--- config.mk ---
export PLATFORM = sky130hd
export DESIGN_NAME = cmp4_sweep_driver_flat
export DESIGN_NICKNAME = d
export VERILOG_FILES = /design/src/rtl/cmp4_sweep_driver_if.sv /design/src/rtl/cmp4_sweep_driver.sv /design/src/flat_wrapper.sv
export SDC_FILE = /design/constraint.sdc
export NUM_CORES = 1
export LEC_CHECK = 0
export CAP_MARGIN = 20
export CORE_MARGIN = 2
export CORE_UTILIZATION = 35
export DETAILED_ROUTE_END_ITERATION = 8
export GPL_TIMING_DRIVEN = 1
export PLACE_DENSITY_LB_ADDON = 0.2
export SKIP_CTS_REPAIR_TIMING = 1
export SLEW_MARGIN = 40
export SYNTH_ARGS = -nofsm -noshare
export SYNTH_HDL_FRONTEND = slang
export SYNTH_SLANG_ARGS = --single-unit
export TNS_END_PERCENT = 1
--- constraint.sdc ---
create_clock -name clk -period 4.8 [get_ports clk]
set_clock_uncertainty 0.05 [all_clocks]
set_input_delay 0.72 -clock clk [delete_from_list [all_inputs] [get_ports clk]]
set_output_delay 0.72 -clock clk [all_outputs]
set_load 0.01 [all_outputs]
--- src/rtl/cmp4_sweep_driver_if.sv ---
// Control/status bundle of the 4-bit comparator sweep driver.
// master: the board-test controller issuing start and reading results.
// slave:  the sweep driver itself.
interface cmp4_sweep_driver_if;
  logic       start;
  logic       busy;
  logic       done;
  logic       pass;
  logic       fail_seen;
  logic [8:0] err_cnt;
  logic [7:0] first_fail;

  modport master (output start,
                  input  busy, done, pass, fail_seen, err_cnt, first_fail);
  modport slave  (input  start,
                  output busy, done, pass, fail_seen, err_cnt, first_fail);
endinterface

--- src/rtl/cmp4_sweep_driver.sv ---
// Exhaustive self-checking sweep of a 4-bit magnitude comparator.
// Applies all 256 {A,B} pairs, samples g/l/e SETTLE cycles after each drive,
// and reports error count, first failing vector and pass/fail.
// Optional build macro: CMP4_SWEEP_STOP_ON_FAIL_EN -- end the sweep at the
// first mismatch and leave the failing vector on the operand pins.
module cmp4_sweep_driver #(
  parameter int SETTLE = 1  // 1..15
) (
  input  logic               clk,
  input  logic               rst,
  cmp4_sweep_driver_if.slave ctl,
  input  logic               g,
  input  logic               l,
  input  logic               e,
  output logic               a1,
  output logic               a2,
  output logic               a3,
  output logic               a4,
  output logic               b1,
  output logic               b2,
  output logic               b3,
  output logic               b4
);

  typedef enum logic [1:0] {IDLE, RUN, DONE} state_t;

  localparam logic [3:0] SETTLE_LAST = 4'(SETTLE - 1);

  state_t     state;
  logic [7:0] idx;
  logic [3:0] tmr;
  logic       busy_q;
  logic       done_q;
  logic       pass_q;
  logic       fail_q;
  logic [8:0] err_q;
  logic [7:0] first_q;

  logic [2:0] ref_gle;
  logic       mismatch;
  logic [8:0] err_nxt;
  logic       last;
  logic       sample;

  // The operand pins are the vector index itself: A in the high nibble.
  assign {a4, a3, a2, a1} = idx[7:4];
  assign {b4, b3, b2, b1} = idx[3:0];

  assign ctl.busy       = busy_q;
  assign ctl.done       = done_q;
  assign ctl.pass       = pass_q;
  assign ctl.fail_seen  = fail_q;
  assign ctl.err_cnt    = err_q;
  assign ctl.first_fail = first_q;

  // Reference flags for the vector currently on the pins and the sweep-end test.
  always_comb begin
    ref_gle  = {idx[7:4] < idx[3:0], idx[7:4] > idx[3:0], idx[7:4] == idx[3:0]};
    mismatch = ({g, l, e} != ref_gle);
    err_nxt  = err_q + {8'd0, mismatch};
    sample   = (tmr == SETTLE_LAST);
`ifdef CMP4_SWEEP_STOP_ON_FAIL_EN
    last     = (idx == 8'hFF) || mismatch;
`else
    last     = (idx == 8'hFF);
`endif
  end

  // Sweep FSM; all outputs registered, done is a single-cycle pulse.
  always_ff @(posedge clk) begin
    if (rst) begin
      state   <= IDLE;
      idx     <= '0;
      tmr     <= '0;
      busy_q  <= 1'b0;
      done_q  <= 1'b0;
      pass_q  <= 1'b0;
      fail_q  <= 1'b0;
      err_q   <= '0;
      first_q <= '0;
    end else begin
      done_q <= 1'b0;
      case (state)
        IDLE, DONE: begin
          if (ctl.start) begin
            state   <= RUN;
            idx     <= '0;
            tmr     <= '0;
            busy_q  <= 1'b1;
            pass_q  <= 1'b0;
            fail_q  <= 1'b0;
            err_q   <= '0;
            first_q <= '0;
          end
        end
        RUN: begin
          // start is ignored here; only the settle timer drives progress
          if (sample) begin
            tmr   <= '0;
            err_q <= err_nxt;
            if (mismatch && !fail_q) begin
              fail_q  <= 1'b1;
              first_q <= idx;
            end
            if (last) begin
              state  <= DONE;
              busy_q <= 1'b0;
              done_q <= 1'b1;
              pass_q <= (err_nxt == 9'd0);
            end else begin
              idx <= idx + 8'd1;
            end
          end else begin
            tmr <= tmr + 4'd1;
          end
        end
        default: state <= IDLE;
      endcase
    end
  end

endmodule

--- src/flat_wrapper.sv ---
// flat-port wrapper written by rule: the top's interface ports become plain ports
module cmp4_sweep_driver_flat 
#(
  parameter int SETTLE = 1          
)
  (clk, rst, g, l, e, a1, a2, a3, a4, b1, b2, b3, b4, ctl_start, ctl_busy, ctl_done, ctl_pass, ctl_fail_seen, ctl_err_cnt, ctl_first_fail);
  cmp4_sweep_driver_if ctl_i ();
  input  logic clk;
  input  logic rst;
  input  logic g;
  input  logic l;
  input  logic e;
  output logic a1;
  output logic a2;
  output logic a3;
  output logic a4;
  output logic b1;
  output logic b2;
  output logic b3;
  output logic b4;
  input wire logic [$bits(ctl_i.start)-1:0] ctl_start;
  output wire logic [$bits(ctl_i.busy)-1:0] ctl_busy;
  output wire logic [$bits(ctl_i.done)-1:0] ctl_done;
  output wire logic [$bits(ctl_i.pass)-1:0] ctl_pass;
  output wire logic [$bits(ctl_i.fail_seen)-1:0] ctl_fail_seen;
  output wire logic [$bits(ctl_i.err_cnt)-1:0] ctl_err_cnt;
  output wire logic [$bits(ctl_i.first_fail)-1:0] ctl_first_fail;
  assign ctl_i.start = ctl_start;
  assign ctl_busy = ctl_i.busy;
  assign ctl_done = ctl_i.done;
  assign ctl_pass = ctl_i.pass;
  assign ctl_fail_seen = ctl_i.fail_seen;
  assign ctl_err_cnt = ctl_i.err_cnt;
  assign ctl_first_fail = ctl_i.first_fail;
  cmp4_sweep_driver #(.SETTLE(SETTLE)) u_core (.clk(clk), .rst(rst), .ctl(ctl_i), .g(g), .l(l), .e(e), .a1(a1), .a2(a2), .a3(a3), .a4(a4), .b1(b1), .b2(b2), .b3(b3), .b4(b4));
endmodule
==> results of run 1 <==
[cell usage after synthesis (2+ instances only)]
library cell | count | share of area (%)
xnor2_1 | 3 | 1.4
nor2_1 | 22 | 4.4
buf_6 | 3 | 1.8
or3_1 | 2 | 0.66
o31a_1 | 2 | 0.93
o211ai_1 | 2 | 0.80
ha_1 | 10 | 6.6
nand4_1 | 2 | 0.66
and4_1 | 4 | 1.9
or2b_2 | 2 | 0.93
a21oi_1 | 16 | 4.2
nand2_1 | 28 | 5.6
or4_1 | 2 | 0.80
and2_1 | 3 | 1.0
nor3b_1 | 3 | 1.2
and3_1 | 3 | 1.0
inv_1 | 6 | 1.2
nor2b_1 | 4 | 1.3
nand3_1 | 12 | 3.2
nor3_1 | 5 | 1.3
xor2_1 | 3 | 1.4
clkbuf_1 | 5 | 1.0
o21ai_0 | 15 | 4.0
nand3b_1 | 4 | 1.6
o31ai_1 | 4 | 1.6
dfxtp_1 | 35 | 37
a31oi_1 | 2 | 0.66
mux2i_1 | 8 | 4.2
[critical path, delay by kind of cell, from the launching register on]
family,cells,cell delay (ns)
and+or+nand+nor,5,1.05
adders and majority gates,3,0.79
AOI/OAI and AO/OA,3,0.64
DFF,1,0.48
xor gates and xnor gates,1,0.17
buffers and inverters,1,0.08
[layout make-up]
type / count / area, um^2
sequential: 35 / 701
tap: 70 / 87.6
inverter: 6 / 22.5
fill: 552 / 2770
multi-input combinational: 176 / 1100
timing repair buffer: 35 / 348
clock buffer: 5 / 68.8
clock inverter: 3 / 43.8
[cell families (layout without fill, tap and decap cells)]
family	count (synthesis)	after routing	share of synthesized area, %
buffers and inverters	15	49	4.38
and+or+nand+nor	103	103	28.7
DFF	35	35	37.2
xor gates and xnor gates	6	6	2.79
AOI/OAI and AO/OA	49	49	16.1
adders and majority gates	10	10	6.64
muxes	8	8	4.25
[where the power goes]
part	internal, uW	switching [uW]
sequential	294	5.06
clock	155	114
combinational	29.1	43.6
[final timing paths]
check	slack [ns]	endpoint	startpoint
max reg2reg	1.43	u_core.ctl.pass	u_core.idx[1]
min	0.41	u_core.ctl.first_fail[7]	u_core.ctl.first_fail[7]
max	1.43	u_core.ctl.pass	u_core.idx[1]
min reg2reg	0.41	u_core.ctl.first_fail[7]	u_core.ctl.first_fail[7]
[sequential cells by signal, indices dropped and copies added (netlist names)]
signal,count
u_core.ctl.fail_seen,1
u_core.ctl.busy,1
u_core.state,2
u_core.ctl.first_fail,8
u_core.ctl.err_cnt,9
u_core.tmr,4
u_core.ctl.done,1
u_core.idx,8
u_core.ctl.pass,1
[metrics by stage]
step / total power [uW] / instances / hold WS, ns / setup WS, ns
3_5_place_dp: 380 / 322 / 0.401 / 1.22
4_1_cts: 647 / 330 / 0.412 / 1.42
5_1_grt: 669 / 330 / 0.444 / 1.01
6_report: 641 / 330 / 0.408 / 1.43
3_3_place_gp: 379 / 322 / 0.396 / 1.35
2_1_floorplan: 359 / 226 / 0.421 / 1.75
[routing by layer]
metal | vias up | share of wire (%) | GRT usage [%]
met3 | 2 | 5.2 | 3.37
met4 | 0 | 0.62 | 4.29
li1 | 880 | - | -
met5 | - | 0 | 0
met2 | 34 | 43 | 21.0
met1 | 785 | 51 | 23.2
==> results.cfg, run 1 <==
[run_status]
status = complete, no violations

[synthesis]
ys_ff_latch = 35
yosysWarnings = 0
syn_inst = 226
ys_seq_area_share_pct = 37.2
syn_area_per_cell_um2 = 8.34
ys.flop_type = dfxtp_1
async_flop_share_pct = 0
synth_enable_flop_cells = 0
synth.distinct_cells = 44
synth_nets = 242
syn_area_mm2 = 0.00189

[sta]
setup_viol = 0
fmax_ghz = 0.297
drv_slew = 0
period_share_pct = 70.2
finalCriticalPeriod_ns = 3.37
tightest_slew_ns = 0.629
finalHoldViolCount = 0
rsz0062_at_grt = false
slew_headroom_pct = 57.9
fin_tns_setup_ns = 0

[drt]
num_vias = 1701
firstDrtPassIters = 4
ant_nets = 0
wire_per_inst_um = 13.1
routed_wl_mm = 4.33
drc = 0
post_drt_via_cell_ratio = 5.15
drtIter0Drc = 111

[global_routing]
grt_pass1_wl_mm = 7.38
grt_use_total_pct = 15.2
antenna_found_initial = 0
overflow = 0
grt_max_degree = 18
grt_pass1_vias = 1493

[placed_design]
post_dp_cell_area_mm2 = 0.00226
hpwl_mm = 3.22
io_buffer_count = 34
gp_congestion = 0.795

[floorplan]
fp.dieW_um = 77.4
start_util_pct = 36.7
row_count = 26
fp.dieArea_mm2 = 0.00599
boundaryPins = 35
fp.dieH_um = 77.4
core_mm2 = 0.00514

[final_layout]
design_area_mm2 = 0.00237
final_common_cell = dfxtp_1
drive_gt1_share_pct = 5.77
utilization_pct = 46.2
antenna_cells = 0
num-nets-final = 275
mostFrequentLayoutCells = 35 x dfxtp_1, 34 x clkdlybuf4s50_1, 28 x nand2_1
area_delta_synth_final_pct = 25.9

[critical_path]
cp-end-kind = flip-flop
worst_path_most_repeated_cell = ha_1
cpPeakStageDelay_ns = 0.48
cp_max_fo = 7
critPathLaunchType = flip-flop
critPathSlowestCell = dfxtp_1
crit_required_ns = 4.93
r2r_cells = 13
crit_arrival_ns = 3.50
cp_cell_sequence = inv_1 -> ha_1 -> nor2b_1 -> o211ai_1 -> a211oi_1 -> nor3_1 -> ha_1 -> ha_1 -> and2_1 -> nand4_1 -> xor2_1 -> nand2_1 -> o41ai_1
crit_type = reg2reg

[cts]
clk_latency_ns = 0.29
cts_sinks = 35
clk_pin_slew_ns = 0.08
htree_num_levels = 2
cts_tree = done
cts_inserted_buffers = 5
cts_root_buf = clkbuf_8
clockBufferDepth = 2

[hold_path]
hp-class = reg2reg
hold_depth = 2

[pwr]
power.leakage_uw = 0.000842
ir_drop_mv = 0.149
p_per_area_mw_per_mm2 = 270

[job]
timing.max_cap.violations = 0
Power figures use the tool's default switching activity.
==> run 2, diff against run 1 <==
==> constraint.sdc (replaced) <==
create_clock -name clk -period 2.7 [get_ports clk]
set_clock_uncertainty 0.05 [all_clocks]
set_input_delay 0.405 -clock clk [delete_from_list [all_inputs] [get_ports clk]]
set_output_delay 0.405 -clock clk [all_outputs]
set_load 0.01 [all_outputs]
==> results.cfg, run 2 (synthesis gave the netlist of run 1 again) <==
[placed_design]
io_buffer_count = 34
hpwl_mm = 3.55
dp.cells = 344
gp_congestion = 0.785

[sta]
rsz0062_at_grt = true
finalHoldViolCount = 0
finalCriticalPeriod_ns = 2.76
fmax_ghz = 0.363
slew_headroom_pct = 62.9
drv_slew = 0
tightest_slew_ns = 0.554
setup_viol = 1
period_share_pct = 102
fin_ws_ns = -0.0572
whs_ns = 0.408

[critical_path]
critPathLaunchType = flip-flop
worst_path_most_repeated_cell = ha_4
worst-r2r-setup-slack_ns = -0.06
cp-startpoint = u_core.idx[1]
rr_endpoint = u_core.ctl.pass
cpPeakStageDelay_ns = 0.35
crit_type = reg2reg
crit_required_ns = 2.84
critPathSlowestCell = dfxtp_4
timing.rr.start = u_core.idx[1]
crit_arrival_ns = 2.90
cp-end-kind = flip-flop
cp_max_fo = 5
cp_cell_sequence = inv_2 -> ha_4 -> nor2b_4 -> o211ai_1 -> a211oi_4 -> nor3_4 -> ha_4 -> ha_4 -> and2_4 -> nand4_1 -> xor2_1 -> nand2_1 -> o41ai_2
r2r_cells = 13

[floorplan]
core_mm2 = 0.00514
fp.dieArea_mm2 = 0.00599
boundaryPins = 35
row_count = 26
start_util_pct = 36.7
fp.dieH_um = 77.4
fp.dieW_um = 77.4

[final_layout]
area_delta_synth_final_pct = 42.9
stdcell_count = 352
utilization_pct = 52.4
drive_gt1_share_pct = 20.9
largest_reg_flops = 9
num-nets-final = 297
antenna_cells = 0
mostFrequentLayoutCells = 34 x clkdlybuf4s50_1, 28 x nand2_1, 28 x dfxtp_1
final_common_cell = clkdlybuf4s50_1
nFillCells = 504

[drt]
routed_wl_mm = 4.82
firstDrtPassIters = 4
wire_per_inst_um = 13.7
post_drt_via_cell_ratio = 5.18
ant_nets = 0
drtIter0Drc = 108
num_vias = 1825
drc = 0

[global_routing]
antenna_found_initial = 0
grt_pass1_vias = 1604
grt_pass1_wl_mm = 7.80
grt_use_total_pct = 16.3
overflow = 0
grt_max_degree = 12

[pwr]
switching_power_uw = 296
intPower_uw = 895
ir_drop_mv = 0.261
power.leakage_uw = 0.000987
combPwrFrac_pct = 14.3
power_uw = 1190
p_per_area_mw_per_mm2 = 442
power_frac_clock_pct = 41.4
swShare_pct = 24.9
p_seq_share_pct = 44.3

[hold_path]
hp-class = reg2reg
hold_depth = 2
hold_path_end = u_core.ctl.first_fail[6]
min_from = u_core.ctl.first_fail[6]

[cts]
cts_tree = done
htree_num_levels = 2
cts_root_buf = clkbuf_8
clk_latency_ns = 0.28
clockBufferDepth = 2
clk_pin_slew_ns = 0.07
cts_inserted_buffers = 5
cts_sinks = 35

[job]
timing.max_cap.violations = 0

[run_status]
violations = setup timing
status = complete, but fails checks
[run 2: cell types whose count changed in the layout (fill, tap and decap cells not counted), moves of 2 or more]
cell	delta
nor3_1	-2
buf_4	+21
ha_1	-4
nor3_4	+2
and3_1	-2
dfxtp_4	+3
dfxtp_1	-7
dfxtp_2	+4
ha_4	+4
[run 2: worst max-delay path, delay by kind of cell (launching register included)]
| kind | cells | cell delay (ns) |
|---|---|---|
| XOR/XNOR | 1 | 0.20 |
| buffers and inverters | 1 | 0.04 |
| flip-flops | 1 | 0.35 |
| AND/OR/NAND/NOR | 5 | 0.78 |
| AO/OA/AOI/OAI | 3 | 0.70 |
| adder cells (fa/ha/maj) | 3 | 0.53 |
[run 2: per-stage QoR]
stage | setup TNS, ns | area [um^2] | setup WS (ns)
6_report | -0.0572 | 2690 | -0.0572
4_1_cts | -0.198 | 2600 | -0.154
3_3_place_gp | -0.169 | 2490 | -0.124
2_1_floorplan | 0 | 1950 | 0.00490
3_5_place_dp | -0.347 | 2490 | -0.223
5_1_grt | -0.200 | 2690 | -0.155
[run 2: worst max-delay path by stage]
| stage | to | slack [ns] | cells after the start |
|---|---|---|---|
| floorplan | u_core.ctl.pass | 0.005 | 14 |
| global placement | u_core.ctl.pass | -0.12 | 11 |
| detailed placement | u_core.ctl.pass | -0.22 | 11 |
| CTS | u_core.ctl.pass | -0.15 | 13 |
| global route | u_core.ctl.pass | -0.15 | 13 |
| finish | u_core.ctl.pass | -0.06 | 13 |
[run 2: power groups by stage]
stage / clock [uW] / combinational, uW / sequential [uW]
2_1_floorplan: 0 / 99.3 / 543
3_3_place_gp: 0 / 158 / 539
3_5_place_dp: 0 / 158 / 539
4_1_cts: 510 / 159 / 527
5_1_grt: 531 / 184 / 529
6_report: 493 / 170 / 528
[run 2: routing by layer]
metal  vias to the layer above  wire length (um)  GRT usage (%)
li1                        927                 -              -
met3                         2               219           3.26
met2                        39              2180           25.0
met4                         0                27           4.82
met5                         -                 0              0
met1                       857              2400           23.0
[run 2: final cells by class]
type / count / area (um^2) / area share [%]
Tap cell: 70 / 87.6 / 3.25
Clock inverter: 2 / 35.0 / 1.30
Clock buffer: 6 / 82.6 / 3.07
Multi-Input combinational cell: 176 / 1230 / 45.8
Inverter: 6 / 22.5 / 0.836
Timing Repair Buffer: 57 / 517 / 19.2
Sequential cell: 35 / 717 / 26.6
==> run 3, diff against run 2 <==
--- a/config.mk
+++ b/config.mk
@@ -5,9 +5,11 @@
 export SDC_FILE = /design/constraint.sdc
 export NUM_CORES = 1
 export LEC_CHECK = 0
+export ABC_AREA = 1
 export CAP_MARGIN = 20
 export CORE_MARGIN = 2
 export CORE_UTILIZATION = 35
+export CTS_CLUSTER_DIAMETER = 30
 export DETAILED_ROUTE_END_ITERATION = 8
 export GPL_TIMING_DRIVEN = 1
 export PLACE_DENSITY_LB_ADDON = 0.2
==> results.cfg, run 3 <==
[pwr]
ir_drop_mv = 0.265
p_per_area_mw_per_mm2 = 438
power.leakage_uw = 0.00106
power_uw = 1140

[final_layout]
final_common_cell = nand2_1
area_delta_synth_final_pct = 32.8
stdcell_count = 384
antenna_cells = 0
largest_reg_flops = 9
num-nets-final = 328
mostFrequentLayoutCells = 50 x nand2_1, 34 x clkdlybuf4s50_1, 34 x dfxtp_1
drive_gt1_share_pct = 20.2

[drt]
routed_wl_mm = 4.40
num_vias = 1771
ant_nets = 0
firstDrtPassIters = 4
post_drt_via_cell_ratio = 4.61
drtIter0Drc = 75
drc = 0
wire_per_inst_um = 11.5

[synthesis]
ys_seq_area_share_pct = 35.6
ys.flop_type = dfxtp_1
ys_ff_latch = 35
synth_common_cells = 50 x nand2_1, 35 x dfxtp_1, 28 x inv_1
synth_mux_area_share_pct = 0
syn_area_per_cell_um2 = 7.42
synth_enable_flop_cells = 0
synth.distinct_cells = 38
synthAdderAreaFrac_pct = 6.37
synth_largest_area_cell = dfxtp_1
synth_area_leaders = dfxtp_1 36%, nand2_1 9.5%, ha_1 6.4%
async_flop_share_pct = 0
yosysMostFrequentCell = nand2_1
yosysWarnings = 0
synth_compound_area_share_pct = 10.8
synth_top_family_by_area = simple AND/OR/NAND/NOR gates
synth_top_area_share_pct = 35.6
synthXorXnorAreaFrac_pct = 4.01
syn_area_mm2 = 0.00197
syn_inst = 265
synth_nets = 281
synthSimpleGateAreaFrac_pct = 34.8

[hold_path]
hp-class = reg2reg
hold_depth = 2

[sta]
fin_ws_ns = 0.208
period_share_pct = 92.3
whs_ns = 0.412
finalHoldViolCount = 0
fmax_ghz = 0.401
setup_viol = 0
drv_slew = 0
tightest_slew_ns = 0.296
slew_headroom_pct = 80.3
finalCriticalPeriod_ns = 2.49

[critical_path]
r2r_cells = 16
cp_cell_sequence = inv_1 -> ha_1 -> nand2_1 -> o21bai_1 -> nand2_1 -> nand2_1 -> nor2_2 -> nand2_2 -> ha_4 -> ha_4 -> nand2_2 -> nor3_4 -> xor2_1 -> nand3_1 -> nand3b_1 -> a21oi_2
cp_num_buf_inv = 1
cp-end-kind = flip-flop
worst_path_most_repeated_cell = nand2_1
cpPeakStageDelay_ns = 0.34
crit_arrival_ns = 2.67
critPathLaunchType = flip-flop
critPathSlowestCell = dfxtp_2
crit_type = reg2reg
crit_required_ns = 2.88
cp_max_fo = 3
crit_cells = 16
crit_family = simple AND/OR/NAND/NOR gates

[floorplan]
core_mm2 = 0.00547
fp.dieArea_mm2 = 0.00623
fp.dieH_um = 78.9
start_util_pct = 35.9
boundaryPins = 35
row_count = 27
fp.dieW_um = 78.9

[cts]
clk_latency_ns = 0.29
cts_root_buf = clkbuf_8
clockBufferDepth = 2
cts_sinks = 35
htree_num_levels = 2
cts_inserted_buffers = 5
cts_tree = done
clk_pin_slew_ns = 0.07

[run_status]
status = complete, no violations

[global_routing]
grt_max_degree = 17
antenna_found_initial = 0
grt_use_total_pct = 15.4
overflow = 0
grt_pass1_wl_mm = 7.60
grt_pass1_vias = 1663

[placed_design]
io_buffer_count = 34
hpwl_mm = 3.30
dp.cells = 376
gp_congestion = 0.783
place_ws_ns = 0.0493

[job]
timing.max_cap.violations = 0
run 3: through the flow:
step	util [%]	setup TNS, ns	cell area, um^2
global route	47.7	-0.0173	2610
CTS	46.3	0	2530
global placement	44.7	0	2450
finish	47.7	0	2610
floorplan	-	0	1970
detailed placement	44.7	0	2450
run 3: area by class of cell:
class / instances / area, um^2
Sequential cell: 35 / 702
Timing Repair Buffer: 44 / 415
Tap cell: 72 / 90.1
Clock inverter: 1 / 5.00
Multi-Input combinational cell: 187 / 1160
Inverter: 39 / 150
Fill cell: 567 / 2860
Clock buffer: 6 / 82.6
run 3: logic make-up (layout without fill, tap and decap cells):
| family | count (synthesis) | count (layout) |
|---|---|---|
| buffers and inverters | 43 | 90 |
| AOI/OAI and AO/OA | 37 | 37 |
| DFF | 35 | 35 |
| adders and majority gates | 10 | 10 |
| xor gates and xnor gates | 9 | 9 |
| and+or+nand+nor | 131 | 131 |
run 3: worst reg2reg max path: cells and delay by family (launching register included):
kind	cells	cell delay, ns
xor+xnor	1	0.20
simple gates	9	0.94
fa+ha+maj	3	0.59
flops	1	0.34
buf+inv	1	0.08
compound gates	2	0.26
run 3: metal layers:
metal  vias up  GRT usage, %  share of wire, %
met1       787          20.7                50
met2        30          24.2                45
met5         -             0                 0
met4         0          4.66               1.3
met3         5          4.32               4.3
li1        949             -                 -
run 3: path summary, 6_finish.rpt:
kind / startpoint / to / slack (ns)
setup / recovery: u_core.idx[4] / u_core.ctl.pass / 0.21
hold / removal: u_core.ctl.busy / u_core.ctl.busy / 0.41
setup reg to reg: u_core.idx[4] / u_core.ctl.pass / 0.21
hold reg to reg: u_core.ctl.busy / u_core.ctl.busy / 0.41
run 3: power breakdown:
group	switching [uW]	total [uW]	leakage, uW	internal (uW)
Clock	181	381	0.0000470	200
Sequential	11.1	547	0.000285	536
Combinational	126	214	0.000724	87.4
